`config.mk`:
```
export PLATFORM = sky130hd
export DESIGN_NAME = ecc_operand_serializer
export DESIGN_NICKNAME = d
export VERILOG_FILES = /design/src/rtl/ecc_pkg.sv /design/src/rtl/ecc_nibble_shift.sv /design/src/rtl/ecc_operand_serializer.sv
export SDC_FILE = /design/constraint.sdc
export NUM_CORES = 1
export LEC_CHECK = 0
export ABC_AREA = 0
export BUFFER_PORTS_ARGS = -buffer_cell sky130_fd_sc_hd__buf_4
export CELL_PAD_IN_SITES_DETAIL_PLACEMENT = 0
export CELL_PAD_IN_SITES_GLOBAL_PLACEMENT = 1
export CORE_UTILIZATION = 43
export DETAILED_ROUTE_END_ITERATION = 12
export PLACE_DENSITY = 0.77
export SYNTH_ARGS = -nofsm -noshare
export SYNTH_HDL_FRONTEND = slang
export SYNTH_HIERARCHICAL = 1
export SYNTH_SLANG_ARGS = --single-unit
```
`constraint.sdc`:
```
create_clock -name i_clk -period 4.7 [get_ports i_clk]
set_input_delay 0.94 -clock i_clk [delete_from_list [all_inputs] [get_ports i_clk]]
set_output_delay 0.94 -clock i_clk [all_outputs]
set_load 0.005 [all_outputs]
```
`src/rtl/ecc_pkg.sv`:
```
// Shared types and constants for the ECC operand serializer.
// The ERR state exists only when ECC_OPERAND_CHECK_EN is defined.
package ecc_pkg;

    localparam int WORD_W       = 32;
    localparam int NIBBLE_W     = 4;
    localparam int NUM_NIBBLES  = 8;
    localparam int FRAME_CYCLES = 9;
    localparam int IDX_W        = 3;

    typedef enum logic [2:0] {
        ST_IDLE      = 3'd0,
        ST_HEAD      = 3'd1,
        ST_SHIFT     = 3'd2,
        ST_WAIT_DONE = 3'd3,
        ST_DRAIN     = 3'd4
`ifdef ECC_OPERAND_CHECK_EN
        , ST_ERR     = 3'd5
`endif
    } state_e;

`ifdef ECC_OPERAND_CHECK_EN
    // Prime must be at least 2 and every coordinate-like operand must be reduced mod prime.
    function automatic logic operands_ok(
        input logic [WORD_W-1:0] a,
        input logic [WORD_W-1:0] prime,
        input logic [WORD_W-1:0] px,
        input logic [WORD_W-1:0] py
    );
        return (prime >= 32'd2) && (a < prime) && (px < prime) && (py < prime);
    endfunction
`endif

endpackage

```
`src/rtl/ecc_nibble_shift.sv`:
```
// One operand lane: holds the accepted 32-bit word and presents the
// selected nibble on a registered output, zero whenever not shifting.
module ecc_nibble_shift
    import ecc_pkg::*;
(
    input  logic                i_clk,
    input  logic                i_rst,
    input  logic                i_load,
    input  logic [WORD_W-1:0]   i_word,
    input  logic                i_sel_en,
    input  logic [IDX_W-1:0]    i_idx,
    output logic [NIBBLE_W-1:0] o_nib
);

    logic [WORD_W-1:0]   word_q, word_d;
    logic [NIBBLE_W-1:0] nib_q, nib_d;

    // Next word and next nibble; the select uses the upcoming index so the output lines up with the FSM.
    always_comb begin
        word_d = word_q;
        nib_d  = {NIBBLE_W{1'b0}};
        if (i_load) begin
            word_d = i_word;
        end else begin
            word_d = word_q;
        end
        if (i_sel_en) begin
            nib_d = word_q[{i_idx, 2'b00} +: NIBBLE_W];
        end else begin
            nib_d = {NIBBLE_W{1'b0}};
        end
    end

    // Lane registers.
    always_ff @(posedge i_clk) begin
        if (i_rst) begin
            word_q <= {WORD_W{1'b0}};
            nib_q  <= {NIBBLE_W{1'b0}};
        end else begin
            word_q <= word_d;
            nib_q  <= nib_d;
        end
    end

    assign o_nib = nib_q;

endmodule

```
`src/rtl/ecc_operand_serializer.sv`:
```
// Job feeder for the ECC scalar-multiplier core: HEAD strobe, 8 nibble cycles,
// then busy until core_done plus readout drain. Optional check: ECC_OPERAND_CHECK_EN.
module ecc_operand_serializer
    import ecc_pkg::*;
#(
    parameter int unsigned DRAIN_CYCLES = 10,
    parameter int unsigned WAIT_TIMEOUT = 4096
) (
    input  logic                i_clk,
    input  logic                i_rst,
    input  logic                in_valid,
    output logic                in_ready,
    input  logic [WORD_W-1:0]   in_a,
    input  logic [WORD_W-1:0]   in_prime,
    input  logic [WORD_W-1:0]   in_px,
    input  logic [WORD_W-1:0]   in_py,
    input  logic [WORD_W-1:0]   in_k,
    output logic                o_start,
    output logic [NIBBLE_W-1:0] o_a,
    output logic [NIBBLE_W-1:0] o_prime,
    output logic [NIBBLE_W-1:0] o_px,
    output logic [NIBBLE_W-1:0] o_py,
    output logic [NIBBLE_W-1:0] o_k,
    input  logic                core_done,
    output logic                o_busy,
    output logic                o_timeout,
    output logic                o_err
);

    localparam int CNT_W = 32;

    state_e           state_q, state_d;
    logic [IDX_W-1:0] idx_q, idx_d;
    logic [CNT_W-1:0] drain_q, drain_d;
    logic [CNT_W-1:0] tmo_q, tmo_d;
    logic             start_q, start_d;
    logic             busy_q, busy_d;
    logic             ready_q, ready_d;
    logic             timeout_q, timeout_d;
    logic             load_s;
    logic             sel_en_s;

    // Next-state, counters and registered-output precompute.
    always_comb begin
        state_d   = state_q;
        idx_d     = idx_q;
        drain_d   = drain_q;
        tmo_d     = tmo_q;
        timeout_d = 1'b0;
        load_s    = 1'b0;
        case (state_q)
            ST_IDLE: begin
                idx_d   = {IDX_W{1'b0}};
                drain_d = {CNT_W{1'b0}};
                tmo_d   = {CNT_W{1'b0}};
                if (in_valid) begin
                    load_s = 1'b1;
`ifdef ECC_OPERAND_CHECK_EN
                    if (operands_ok(in_a, in_prime, in_px, in_py)) begin
                        state_d = ST_HEAD;
                    end else begin
                        state_d = ST_ERR;
                    end
`else
                    state_d = ST_HEAD;
`endif
                end else begin
                    state_d = ST_IDLE;
                end
            end
            ST_HEAD: begin
                state_d = ST_SHIFT;
                idx_d   = {IDX_W{1'b0}};
            end
            ST_SHIFT: begin
                if (idx_q == IDX_W'(NUM_NIBBLES - 1)) begin
                    state_d = ST_WAIT_DONE;
                    tmo_d   = {CNT_W{1'b0}};
                end else begin
                    idx_d = idx_q + 3'd1;
                end
            end
            ST_WAIT_DONE: begin
                if (core_done) begin
                    state_d = ST_DRAIN;
                    drain_d = CNT_W'(DRAIN_CYCLES - 32'd1);
                end else if ((WAIT_TIMEOUT != 32'd0) && (tmo_q == CNT_W'(WAIT_TIMEOUT - 32'd1))) begin
                    state_d   = ST_IDLE;
                    timeout_d = 1'b1;
                end else if (WAIT_TIMEOUT != 32'd0) begin
                    tmo_d = tmo_q + 32'd1;
                end else begin
                    tmo_d = tmo_q;
                end
            end
            ST_DRAIN: begin
                if (drain_q == {CNT_W{1'b0}}) begin
                    state_d = ST_IDLE;
                end else begin
                    drain_d = drain_q - 32'd1;
                end
            end
`ifdef ECC_OPERAND_CHECK_EN
            ST_ERR: begin
                state_d = ST_IDLE;
            end
`endif
            default: begin
                state_d = ST_IDLE;
            end
        endcase
        start_d  = (state_d == ST_HEAD);
        busy_d   = (state_d != ST_IDLE);
        ready_d  = (state_d == ST_IDLE);
        sel_en_s = (state_d == ST_SHIFT);
    end

    // Control and output registers.
    always_ff @(posedge i_clk) begin
        if (i_rst) begin
            state_q   <= ST_IDLE;
            idx_q     <= {IDX_W{1'b0}};
            drain_q   <= {CNT_W{1'b0}};
            tmo_q     <= {CNT_W{1'b0}};
            start_q   <= 1'b0;
            busy_q    <= 1'b0;
            ready_q   <= 1'b1;
            timeout_q <= 1'b0;
        end else begin
            state_q   <= state_d;
            idx_q     <= idx_d;
            drain_q   <= drain_d;
            tmo_q     <= tmo_d;
            start_q   <= start_d;
            busy_q    <= busy_d;
            ready_q   <= ready_d;
            timeout_q <= timeout_d;
        end
    end

`ifdef ECC_OPERAND_CHECK_EN
    logic err_q, err_d;

    // Error pulse is high for the single cycle spent in ERR.
    always_comb begin
        err_d = (state_d == ST_ERR);
    end

    // Error pulse register.
    always_ff @(posedge i_clk) begin
        if (i_rst) begin
            err_q <= 1'b0;
        end else begin
            err_q <= err_d;
        end
    end

    assign o_err = err_q;
`else
    assign o_err = 1'b0;
`endif

    assign in_ready  = ready_q;
    assign o_start   = start_q;
    assign o_busy    = busy_q;
    assign o_timeout = timeout_q;

    ecc_nibble_shift u_a (
        .i_clk(i_clk), .i_rst(i_rst), .i_load(load_s), .i_word(in_a),
        .i_sel_en(sel_en_s), .i_idx(idx_d), .o_nib(o_a)
    );
    ecc_nibble_shift u_prime (
        .i_clk(i_clk), .i_rst(i_rst), .i_load(load_s), .i_word(in_prime),
        .i_sel_en(sel_en_s), .i_idx(idx_d), .o_nib(o_prime)
    );
    ecc_nibble_shift u_px (
        .i_clk(i_clk), .i_rst(i_rst), .i_load(load_s), .i_word(in_px),
        .i_sel_en(sel_en_s), .i_idx(idx_d), .o_nib(o_px)
    );
    ecc_nibble_shift u_py (
        .i_clk(i_clk), .i_rst(i_rst), .i_load(load_s), .i_word(in_py),
        .i_sel_en(sel_en_s), .i_idx(idx_d), .o_nib(o_py)
    );
    ecc_nibble_shift u_k (
        .i_clk(i_clk), .i_rst(i_rst), .i_load(load_s), .i_word(in_k),
        .i_sel_en(sel_en_s), .i_idx(idx_d), .o_nib(o_k)
    );

endmodule
```
==> metrics.yaml <==
cts_setup_buffers: 0
outcome: "complete, no violations"
cp_top_family: "compound AO/OA/AOI/OAI gates"
most_frequent_cell_after_synthesis: "sky130_fd_sc_hd__dfxtp_1"
top_area_cell_type_share_of_the_netlist_area_pct: 44.5
timing_max_transition_violations_final: 0
cellPowerDensity_mw_per_mm2: 498
worst-path-max-fanout: 17
worst_setup_hold_path_clk_slew_ps: 60
critical_path_arrival_ps: 3210
post_route_cells_drive_above_1_share_pct: 19.8
yosys-top-cells-area: "sky130_fd_sc_hd__dfxtp_1 44%, sky130_fd_sc_hd__mux2i_1 21%, sky130_fd_sc_hd__nor2_1 7.8%"
leakage_power_uw: 0.00567
clock_insertion_delay_worst_skew_ps: 550
layout.core_utilization_pct: 53.6
finClkSkew_ps: 10.5
async_flop_share_pct: 0
design_power_total_uw: 6960
synthesis.yosys.warnings: 6
route.detailed.vias_per_inst: 5.10
area_growth_pct: 22.1
post_synth_edffs: 0
clockBufferDepth: 3
maxCapViolations: 0
post_cts.resized_instances: 0
timing.slew.headroom_pct: 31.8
grt_first_pass_wirelength_um: 42700
core_box_area_mm2: 0.0261
routed_wire_length_per_instance_um: 15.6
critical_path.max_stage_delay_ps: 590
synth_seq_cells: 254
post_cts_hold_buffer_count: 0
finish.net_count: 1536
clock_tree.htree_level_count: 1
worstMarginPinSlew_ps: 1020
holdCritStartpoint: "drain_q[3]"
start_kind: "register"
grt_antenna_before_repair: 2
achievable-frequency_mhz: 368
vias_in_the_first_global_route: 8419
floorplan.die.width_um: 165
io_pins: 189
drt_first_iter_violations: 485
final_hold_viol_count: 0
drtAntennaViolNets: 0
floorplan.initialDensity_pct: 43.9
synth_area_leader_cell: "sky130_fd_sc_hd__dfxtp_1"
fp.dieH_um: 165
final.setup.tns_ps: 0
whs_path_depth: 2
ir_worst_vdd_mv: 0.601
placementRows: 59
final.min_clock_period_ps: 2720
route.detailed.drc: 0
synthesis.instances: 1211
synthDistinctLibCells: 67
timing.setup.critical_path_class: "register to register"
synth_sequential_area_ratio_pct: 44.5
worst-r2r-cell-count: 8
cts_inserted_buffers: 29
via_count: 8803
timing.critical_path.buf_inv: 1
io_buffers: 187
detail_route.wirelength_um: 26900
syn_avg_cell_area_um2: 9.44
period_share_pct: 57.8
hp-class: "register to register"
rsz_0062_raised_after_global_routing: "false"
cts_root_buf: "sky130_fd_sc_hd__clkbuf_16"
rr_startpoint: "tmo_q[0]"
grt_max_degree: 82
tritoncts: "yes"
regToRegEndpoint: "tmo_q[29]"
reg2reg_slack_ps: 1980
timing.critical_path.slowest_stage_cell: "sky130_fd_sc_hd__o31ai_4"
synthFlopType: "sky130_fd_sc_hd__dfxtp_1"
detail_route.first_pass.iterations: 5
fp.dieArea_mm2: 0.0273
critical_path_required_ps: 5190
dpl.hpwl_um: 17900
timing.critical_path.cells: "ha_1 -> nand4_1 -> or3_1 -> o31ai_4 -> a2111oi_2 -> buf_4 -> a311oi_1 -> a41o_1"
routabilityCongestion: 0.805
global_route.usage.total_pct: 19.4
critPathCaptureType: "register"
overflow: 0
setup-violations-final: 0
clock_sinks: 254
mappedNetlistNets: 1378
ys_top_cells_by_count: "254 x sky130_fd_sc_hd__dfxtp_1, 242 x sky130_fd_sc_hd__mux2i_1, 238 x sky130_fd_sc_hd__nor2_1"
worstHoldEndpoint: "drain_q[3]"
synth.cell_area_mm2: 0.0114
[logic make-up after synthesis]
kind of cell,Yosys count,synth area share (%)
buffers and inverters,88,4.69
AOI/OAI and AO/OA,99,5.73
and+or+nand+nor,482,20.4
DFF,254,44.5
muxes,242,21.2
other,1,0.0328
xor gates and xnor gates,42,3.22
adders and majority gates,3,0.328
[worst max path at each step]
stage / from / to / slack, ps / depth (start not counted)
after floorplan: idx_q[0] / u_a/o_nib[0] / 1400 / 7
after global placement: i_rst / u_prime/word_q[29] / 1780 / 4
after detailed placement: i_rst / u_px/word_q[31] / 1770 / 4
after CTS: tmo_q[0] / tmo_q[29] / 1990 / 8
after global routing: tmo_q[0] / tmo_q[29] / 1750 / 8
final: tmo_q[0] / tmo_q[29] / 1980 / 8
[sequential cells by signal, indices dropped and copies added, names as in the netlist, 3 cells and up]
register,count
state_q,3
u_px/o_nib,4
idx_q,3
u_py/word_q,32
u_px/word_q,32
u_py/o_nib,4
drain_q,32
u_a/word_q,32
u_a/o_nib,4
u_k/o_nib,4
tmo_q,32
u_prime/word_q,32
u_k/word_q,32
u_prime/o_nib,4
[report_power, final]
part	switching, uW	leakage [uW]	internal (uW)	total [uW]
sequential	147	0.00208	2360	2510
combinational	1200	0.00309	917	2120
clock	905	0.000501	1430	2330
[metal layers]
metal  global-route usage, %  part of all wire, %  wire length [um]
met1                    25.2                   46             12300
met2                    30.8                   45             12000
met3                    6.57                  7.3              1950
met4                    4.59                  1.9               518
met5                       0                0.063                17
[cells in the final DEF (no fill, tap or decap), types with 6 or more instances in the layout]
master,instances
sky130_fd_sc_hd__dfxtp_1,254
sky130_fd_sc_hd__mux2i_1,242
sky130_fd_sc_hd__nor2_1,238
sky130_fd_sc_hd__buf_4,196
sky130_fd_sc_hd__nand2_1,63
sky130_fd_sc_hd__nand3_1,49
sky130_fd_sc_hd__a21oi_1,46
sky130_fd_sc_hd__clkbuf_16,29
sky130_fd_sc_hd__and4_1,23
sky130_fd_sc_hd__xnor2_1,21
sky130_fd_sc_hd__xor2_1,21
sky130_fd_sc_hd__inv_1,15
sky130_fd_sc_hd__or4_1,13
sky130_fd_sc_hd__nor4_1,12
sky130_fd_sc_hd__or3_1,10
sky130_fd_sc_hd__and2_1,9
sky130_fd_sc_hd__nand4_1,8
sky130_fd_sc_hd__clkbuf_8,8
sky130_fd_sc_hd__nor3_1,7
sky130_fd_sc_hd__o31ai_1,7
sky130_fd_sc_hd__a211oi_1,6
sky130_fd_sc_hd__clkinv_2,6
[through the flow]
| step | area (um2) | setup slack [ps] | std cells | hold WS, ps |
|---|---|---|---|---|
| 6_report | 14000 | 1980 | 1727 | 482 |
| 5_1_grt | 14000 | 1750 | 1726 | 507 |
| 4_1_cts | 14000 | 1990 | 1726 | 486 |
| 3_5_place_dp | 13000 | 1770 | 1673 | 478 |
| 3_3_place_gp | 13000 | 1780 | 1673 | 471 |
| 2_1_floorplan | 11400 | 1400 | 1211 | 451 |
[final cells by class]
type	count	area, um2
Sequential cell	254	5080
Inverter	15	56.3
Clock inverter	11	149
Timing Repair Buffer	200	1540
Fill cell	2415	12100
Multi-Input combinational cell	869	5850
Tap cell	335	419
Clock buffer	42	855
Antenna cell	1	2.50
[tightest hold or removal path, cell delays in order, from the launching register on]
cell and delay [ps]:
sky130_fd_sc_hd__dfxtp_1 320, sky130_fd_sc_hd__o31ai_1 60, sky130_fd_sc_hd__a21oi_1 50
Power figures use the tool's default switching activity.
